[config.mk]
export PLATFORM = sky130hd
export DESIGN_NAME = gpio_irq_dispatcher
export DESIGN_NICKNAME = d
export VERILOG_FILES = /design/src/rtl/gpio_irq_dispatcher.sv
export SDC_FILE = /design/constraint.sdc
export NUM_CORES = 1
export LEC_CHECK = 0
export CAP_MARGIN = 5
export CORE_MARGIN = 2
export CORE_UTILIZATION = 42
export CTS_CLUSTER_DIAMETER = 80
export DETAILED_ROUTE_END_ITERATION = 10
export GPL_TIMING_DRIVEN = 1
export PLACE_DENSITY = 0.8
export SYNTH_ARGS = -nofsm -noshare
export SYNTH_HDL_FRONTEND = slang
export SYNTH_SLANG_ARGS = --single-unit
export TNS_END_PERCENT = 30
[constraint.sdc]
create_clock -name clk -period 2.1 [get_ports clk]
set_input_delay 0.21 -clock clk [delete_from_list [all_inputs] [get_ports clk]]
set_output_delay 0.21 -clock clk [all_outputs]
set_load 0.05 [all_outputs]
[src/rtl/gpio_irq_dispatcher.sv]
// gpio_irq_dispatcher
//   Host-side consumer of the GPIO controller interrupt interface. Picks one
//   pending, unmasked pin, offers its index to the host over valid/ready, waits
//   for the host's done pulse (or a timeout), then issues a one-cycle clear
//   pulse for that pin back to the controller.
//
// Optional build macro:
//   GPIO_IRQ_RR_EN  defined   -> round-robin selection starting after last_id
//                   undefined -> fixed priority, lowest pending index wins
//
// Ports:
//   clk          clock
//   rst_n        asynchronous active-low reset
//   int_status   [PIN_COUNT] pending flags from the controller
//   irq_mask     [PIN_COUNT] 1 = pin ignored for dispatch
//   int_clear    [PIN_COUNT] one-hot clear pulse to the controller
//   irq_valid    an interrupt index is offered
//   irq_id       [IDX_W] offered / in-service pin index
//   irq_ready    host accepts the offered index
//   irq_done     host finished servicing irq_id
//   busy         state machine not idle
//   timeout_err  sticky flag, set when a forced clear occurred
//   err_clear    clears timeout_err (a simultaneous set wins)

module gpio_irq_dispatcher #(
    parameter int unsigned PIN_COUNT   = 32,
    parameter int unsigned IDX_W       = 5,
    parameter int unsigned ACK_TIMEOUT = 255
) (
    input  logic                 clk,
    input  logic                 rst_n,
    input  logic [PIN_COUNT-1:0] int_status,
    input  logic [PIN_COUNT-1:0] irq_mask,
    output logic [PIN_COUNT-1:0] int_clear,
    output logic                 irq_valid,
    output logic [IDX_W-1:0]     irq_id,
    input  logic                 irq_ready,
    input  logic                 irq_done,
    output logic                 busy,
    output logic                 timeout_err,
    input  logic                 err_clear
);

    localparam int unsigned TW      = (ACK_TIMEOUT < 1) ? 1 : $clog2(ACK_TIMEOUT + 1);
    localparam int unsigned TO_LAST = (ACK_TIMEOUT == 0) ? 0 : ACK_TIMEOUT - 1;

    typedef enum logic [2:0] {
        IDLE,
        OFFER,
        SERVICE,
        CLEAR,
        HOLD
    } state_t;

    state_t               state, state_d;
    logic [TW-1:0]        timer, timer_d;
    logic [IDX_W-1:0]     last_id, last_id_d;
    logic [IDX_W-1:0]     id_d, sel;
    logic                 valid_d, busy_d, err_d;
    logic [PIN_COUNT-1:0] clear_d;
    logic [PIN_COUNT-1:0] pending;
    logic                 timeout_hit;

    assign pending     = int_status & ~irq_mask;
    assign timeout_hit = (ACK_TIMEOUT != 0) && (timer == TW'(TO_LAST));

`ifdef GPIO_IRQ_RR_EN
    // Scan offsets from farthest to nearest so the nearest set bit after
    // last_id is the one left in sel; wrap is a subtract, not a modulo.
    always_comb begin : rr_select
        int unsigned start;
        int unsigned idx;
        sel   = '0;
        start = (int'(last_id) + 1 >= PIN_COUNT) ? 0 : int'(last_id) + 1;
        idx   = 0;
        for (int unsigned i = PIN_COUNT; i > 0; i--) begin
            idx = start + i - 1;
            if (idx >= PIN_COUNT) idx = idx - PIN_COUNT;
            if (pending[idx]) sel = IDX_W'(idx);
        end
    end
`else
    // Scan high to low so the lowest set index is the final assignment.
    always_comb begin : fixed_select
        sel = '0;
        for (int unsigned i = PIN_COUNT; i > 0; i--) begin
            if (pending[i-1]) sel = IDX_W'(i - 1);
        end
    end
`endif

    // Next-state and next-output logic; every output is registered below.
    always_comb begin
        state_d   = state;
        valid_d   = irq_valid;
        id_d      = irq_id;
        clear_d   = '0;
        timer_d   = timer;
        last_id_d = last_id;
        err_d     = timeout_err;

        // Evaluated before the state logic so a timeout set overrides it.
        if (err_clear) err_d = 1'b0;

        unique case (state)
            IDLE: begin
                if (|pending) begin
                    id_d    = sel;
                    valid_d = 1'b1;
                    state_d = OFFER;
                end
            end
            OFFER: begin
                if (irq_ready) begin
                    valid_d = 1'b0;
                    timer_d = '0;
                    state_d = SERVICE;
                end
            end
            SERVICE: begin
                if (timer != '1) timer_d = timer + 1'b1;
                // The clear register is loaded here so the pulse is visible
                // exactly while the machine sits in CLEAR.
                if (irq_done) begin
                    clear_d[irq_id] = 1'b1;
                    state_d         = CLEAR;
                end else if (timeout_hit) begin
                    clear_d[irq_id] = 1'b1;
                    err_d           = 1'b1;
                    state_d         = CLEAR;
                end
            end
            CLEAR: begin
                last_id_d = irq_id;
                state_d   = HOLD;
            end
            HOLD: begin
                state_d = IDLE;
            end
            default: begin
                state_d = IDLE;
            end
        endcase

        busy_d = (state_d != IDLE);
    end

    always_ff @(posedge clk or negedge rst_n) begin
        if (!rst_n) begin
            state       <= IDLE;
            irq_valid   <= 1'b0;
            irq_id      <= '0;
            int_clear   <= '0;
            timer       <= '0;
            last_id     <= IDX_W'(PIN_COUNT - 1);
            busy        <= 1'b0;
            timeout_err <= 1'b0;
        end else begin
            state       <= state_d;
            irq_valid   <= valid_d;
            irq_id      <= id_d;
            int_clear   <= clear_d;
            timer       <= timer_d;
            last_id     <= last_id_d;
            busy        <= busy_d;
            timeout_err <= err_d;
        end
    end

endmodule

Yosys cells after proc, flatten, opt, wreduce, memory -nomap -nowiden:

Cells that the tools add are included.

* word-level logic and storage cells: 81
* bits in registers: 51

* bitwise gates (word level): 2
* order comparisons: 2
* reduce and logical (&&, ||, !) cells: 9
* mux-type cells: 52
* add/subtract/negate cells: 1
* equality and inequality tests: 8

Operators by type and width (number)
* $mux W5: 32
* $mux W32: 3
* $and A32 B32 Y32: 1
* $not A32 Y32: 1
* $reduce_or A32 Y1: 1
* $mux W8: 2
* $pmux W8 S2: 1
* $mux W3: 4
* $pmux W3 S4: 1
* $add A8 B1 Y8 const B: 1
* $eq A8 B8 Y1 const B: 1
* $ne A8 B8 Y1 const B: 1
* $mux W1: 7
* $eq A3 B2 Y1 const B: 2
* $lt A5 B6 Y1 const B: 1
* $ne A2 B2 Y1 const B: 3
* $reduce_and A3 Y1: 2
* $demux W1 S5: 1
* $ge A5 B1 Y1 const B: 1
* $reduce_bool A2 Y1: 2
* $eq A3 B1 Y1 const B: 1
* $logic_not A3 Y1: 1
* $reduce_bool A3 Y1: 1
* $pmux W1 S2: 1
* other kinds (2): 2

Logic depth before layout (Yosys ltp):

* word-level depth: 34
* gate-level depth with buffers: 7
* gate-level depth less buffers: 6

Least setup slack after synthesis:

OpenSTA, ideal clock, no wires.

* path type: register to register
* from: register state[2]
* to: register timer[5]
* path buffers: 1
* required time: 2.022 ns
* setup time: 0.078 ns
* cell stages (with the launch flop): 7
* arrival: 1.642 ns
* path slack: 0.380 ns
* cells stage by stage: dfrtp_1 or3b_1 buf_6 a21oi_4 o2111ai_4 or3_1 a21oi_1

* cells in the longest elaborated chain, start to end: 3
* elaborated cells between the ends (all ways): 7

Ends and longest elaborated chain
* from (decl): line 55 `state_t state, state_d;`
* from (signal assigned): line 159 `state <= state_d;`
* $eq A3 B2 Y1 or $eq A3 B1 Y1 (tied branches): line 105 `unique case (state)`
* $ne A2 B2 Y1 (no source line) or $reduce_bool A2 Y1 (tied branches)
* $reduce_and A3 Y1 (no source line)
* to (signal assigned): line 163 `timer <= timer_d;`
* to (decl): line 56 `logic [TW-1:0] timer, timer_d;`

Several ways; a longest one is shown, not always the timed one.
A chain may end at the register's enable or synchronous reset.

Worst setup path in the final report:

* from: register irq_id[3]
* to: output irq_id[3]

RTL lines
* from (decl): line 36 `output logic [IDX_W-1:0] irq_id,`
* from (signal assigned): line 161 `irq_id <= id_d;`

No word-level cell between the ends.

==> flow_summary.ini <==
[setup_path]
crit_type = reg2out
slowest_delay_ps = 880
cp_max_fo = 10
critPathCaptureType = primary output
path_cells = clkdlybuf4s50_1
critPathSlowestCell = clkdlybuf4s50_1
cpLargestDelayFamily = buffers and inverters
worst-endpoint-arrival_ps = 1720
critPathBufInv = 1
required_ps = 1890
critPathLaunchType = register

[clocking]
cts_root_buf = clkbuf_8
ctsHoldBuffers = 1
clk_latency_ps = 300
clock-sinks = 51
cts_resized = 0
clockBufferDepth = 2
path_clk_slew_ps = 90
post_cts_buffers = 0
cts_buffers = 5
htreeDepth = 2
tritoncts = built

[placed_design]
gp_congestion = 0.8441
post-dp-hpwl_mm = 5.102
place_inst = 456
portBuffers = 108

[logic_synthesis]
yosysMostFrequentCell = dfrtp_1
synth.avg_cell_area_um2 = 9.640
synth_seq_cells = 51
ys.flop_type = dfrtp_1
yosysTopAreaCell = dfrtp_1
synth_cell_types = 51
ys_async_sr_fraction_pct = 100.0
yosysSeqAreaShare_pct = 50.72
synthTopCellsByArea = dfrtp_1 (51%), nor2_1 (7.2%), nand2b_1 (6.0%)
ys_top_cells_by_count = dfrtp_1 (51), nor2_1 (48), nand2b_1 (24)
synthesis.nets = 332
syn_area_um2 = 2516
synth_edf_count = 0
synthCells = 261
ys_warn_count = 0
synth_top_area_share_pct = 50.72

[layout]
final_cells = 465
syn2layout_area_growth_pct = 55.64
final_nets = 460
drive_gt1_share_pct = 9.231
diodes = 0

[global_route]
grt_pass1_wl_mm = 10.24
grt_max_degree = 37
track_usage_pct = 20.00
gr-total-overflow = 0
grt_pass1_vias = 2285
antenna_found_initial = 0

[timing]
report.final.slew_viol_count = 0
finalSetupViolCount = 0
worst_pin_slew_ps = 541.3
skew_ps = 7.624
rsz0062_at_grt = false
timing.hold.ws_ps = 346.0
period_needed_ps = 1933
fmax_mhz = 517.4
hold_violations = 0
timing.final.crit_share_pct = 92.04
setup_tns_ps = 0
slew_headroom_pct = 63.80

[floorplan]
start_util_pct = 43.01
rows = 28
fp.dieH_um = 81.40
die_area_um2 = 6626
fp.dieW_um = 81.40
io_pins = 109
coreArea_um2 = 5851

[route]
drt-total-wl_mm = 6.165
drc_errors = 0
firstDrtPassIters = 4
via_per_inst = 5.129
ant_nets = 0
vias = 2385
drt_iter0_markers = 137
routedWlPerCell_um = 13.26

[flow_run]
cap_violations = 0

[pwr]
irDropWorstVdd_mv = 0.3990
powerDensity_nw_per_um2 = 788.1
leakagePower_nw = 1.639

[run_status]
status = complete, no violations

[worst_hold_path]
min_path_type = in2async
[metrics by stage]
stage / total power, W / utilization (%) / setup WS, ps / cell area, um2
3_5_place_dp: 0.002433 / 64.80 / 9.289 / 3791
4_1_cts: 0.003110 / 66.94 / 158.0 / 3916
5_1_grt: 0.003288 / 66.94 / 35.93 / 3916
3_3_place_gp: 0.002397 / 64.80 / 64.66 / 3791
6_report: 0.003087 / 66.94 / 167.2 / 3916
2_1_floorplan: 0.001978 / - / 380.4 / 2516
[flip-flops by register name, indices dropped and copies added, names as in the netlist]
| signal | cells |
|---|---|
| busy | 1 |
| int_clear | 32 |
| irq_id | 5 |
| irq_valid | 1 |
| state | 3 |
| timeout_err | 1 |
| timer | 8 |
[final timing paths]
| kind | end | start | cells past startpoint | slack [ps] |
|---|---|---|---|---|
| setup / recovery | irq_id[3] | irq_id[3] | 1 | 170 |
| setup reg to reg | int_clear[4] | state[0] | 3 | 210 |
| hold reg to reg | timer[6] | timer[6] | 1 | 500 |
| hold / removal | timer[7] | rst_n | 2 | 350 |
| max in group asynchronous | int_clear[12] | rst_n | 3 | 1010 |
| min in group clk | timeout_err | err_clear | 2 | 470 |
[metal layers]
metal | global-route usage [%] | up-vias | wire length [um]
met3 | 4.556 | 10 | 465
li1 | - | 1163 | -
met5 | 0 | - | 0
met1 | 25.14 | 1102 | 2522
met4 | 6.441 | 0 | 82
met2 | 34.02 | 110 | 3095
[where the power goes]
| group | switching [W] | internal, W | leakage (nW) |
|---|---|---|---|
| Combinational | 0.000661 | 0.000490 | 0.894 |
| Sequential | 0.000175 | 0.00110 | 0.691 |
| Clock | 0.000306 | 0.000358 | 0.0548 |
[cells by family after synthesis]
logic type               synth area share, %
AO/OA/AOI/OAI                          12.08
AND/OR/NAND/NOR                        32.32
XOR/XNOR                               1.044
multiplexers                          0.4475
adder cells (fa/ha/maj)               0.9944
flip-flops                             50.72
buffers and inverters                  2.387
[cell type report]
cell class / count / area [um2]
Clock buffer: 5 / 68.82
Clock inverter: 3 / 46.29
Fill cell: 458 / 1934
Inverter: 6 / 22.52
Multi-Input combinational cell: 197 / 1180
Sequential cell: 51 / 1276
Tap cell: 75 / 93.84
Timing Repair Buffer: 128 / 1229
[cell usage in the layout (no fill, tap or decap), types with 6 or more instances in the layout]
master           instances
buf_4                   19
o21ai_0                 10
nor2_1                  48
nand3_1                 10
nand2b_1                24
dfrtp_1                 51
nand2_1                 12
nand3b_1                 6
clkdlybuf4s50_1        107
a21oi_1                 11
inv_1                    6
nor2b_1                 16
nand4_1                  8
No activity file was read; power rests on OpenSTA's default activity.
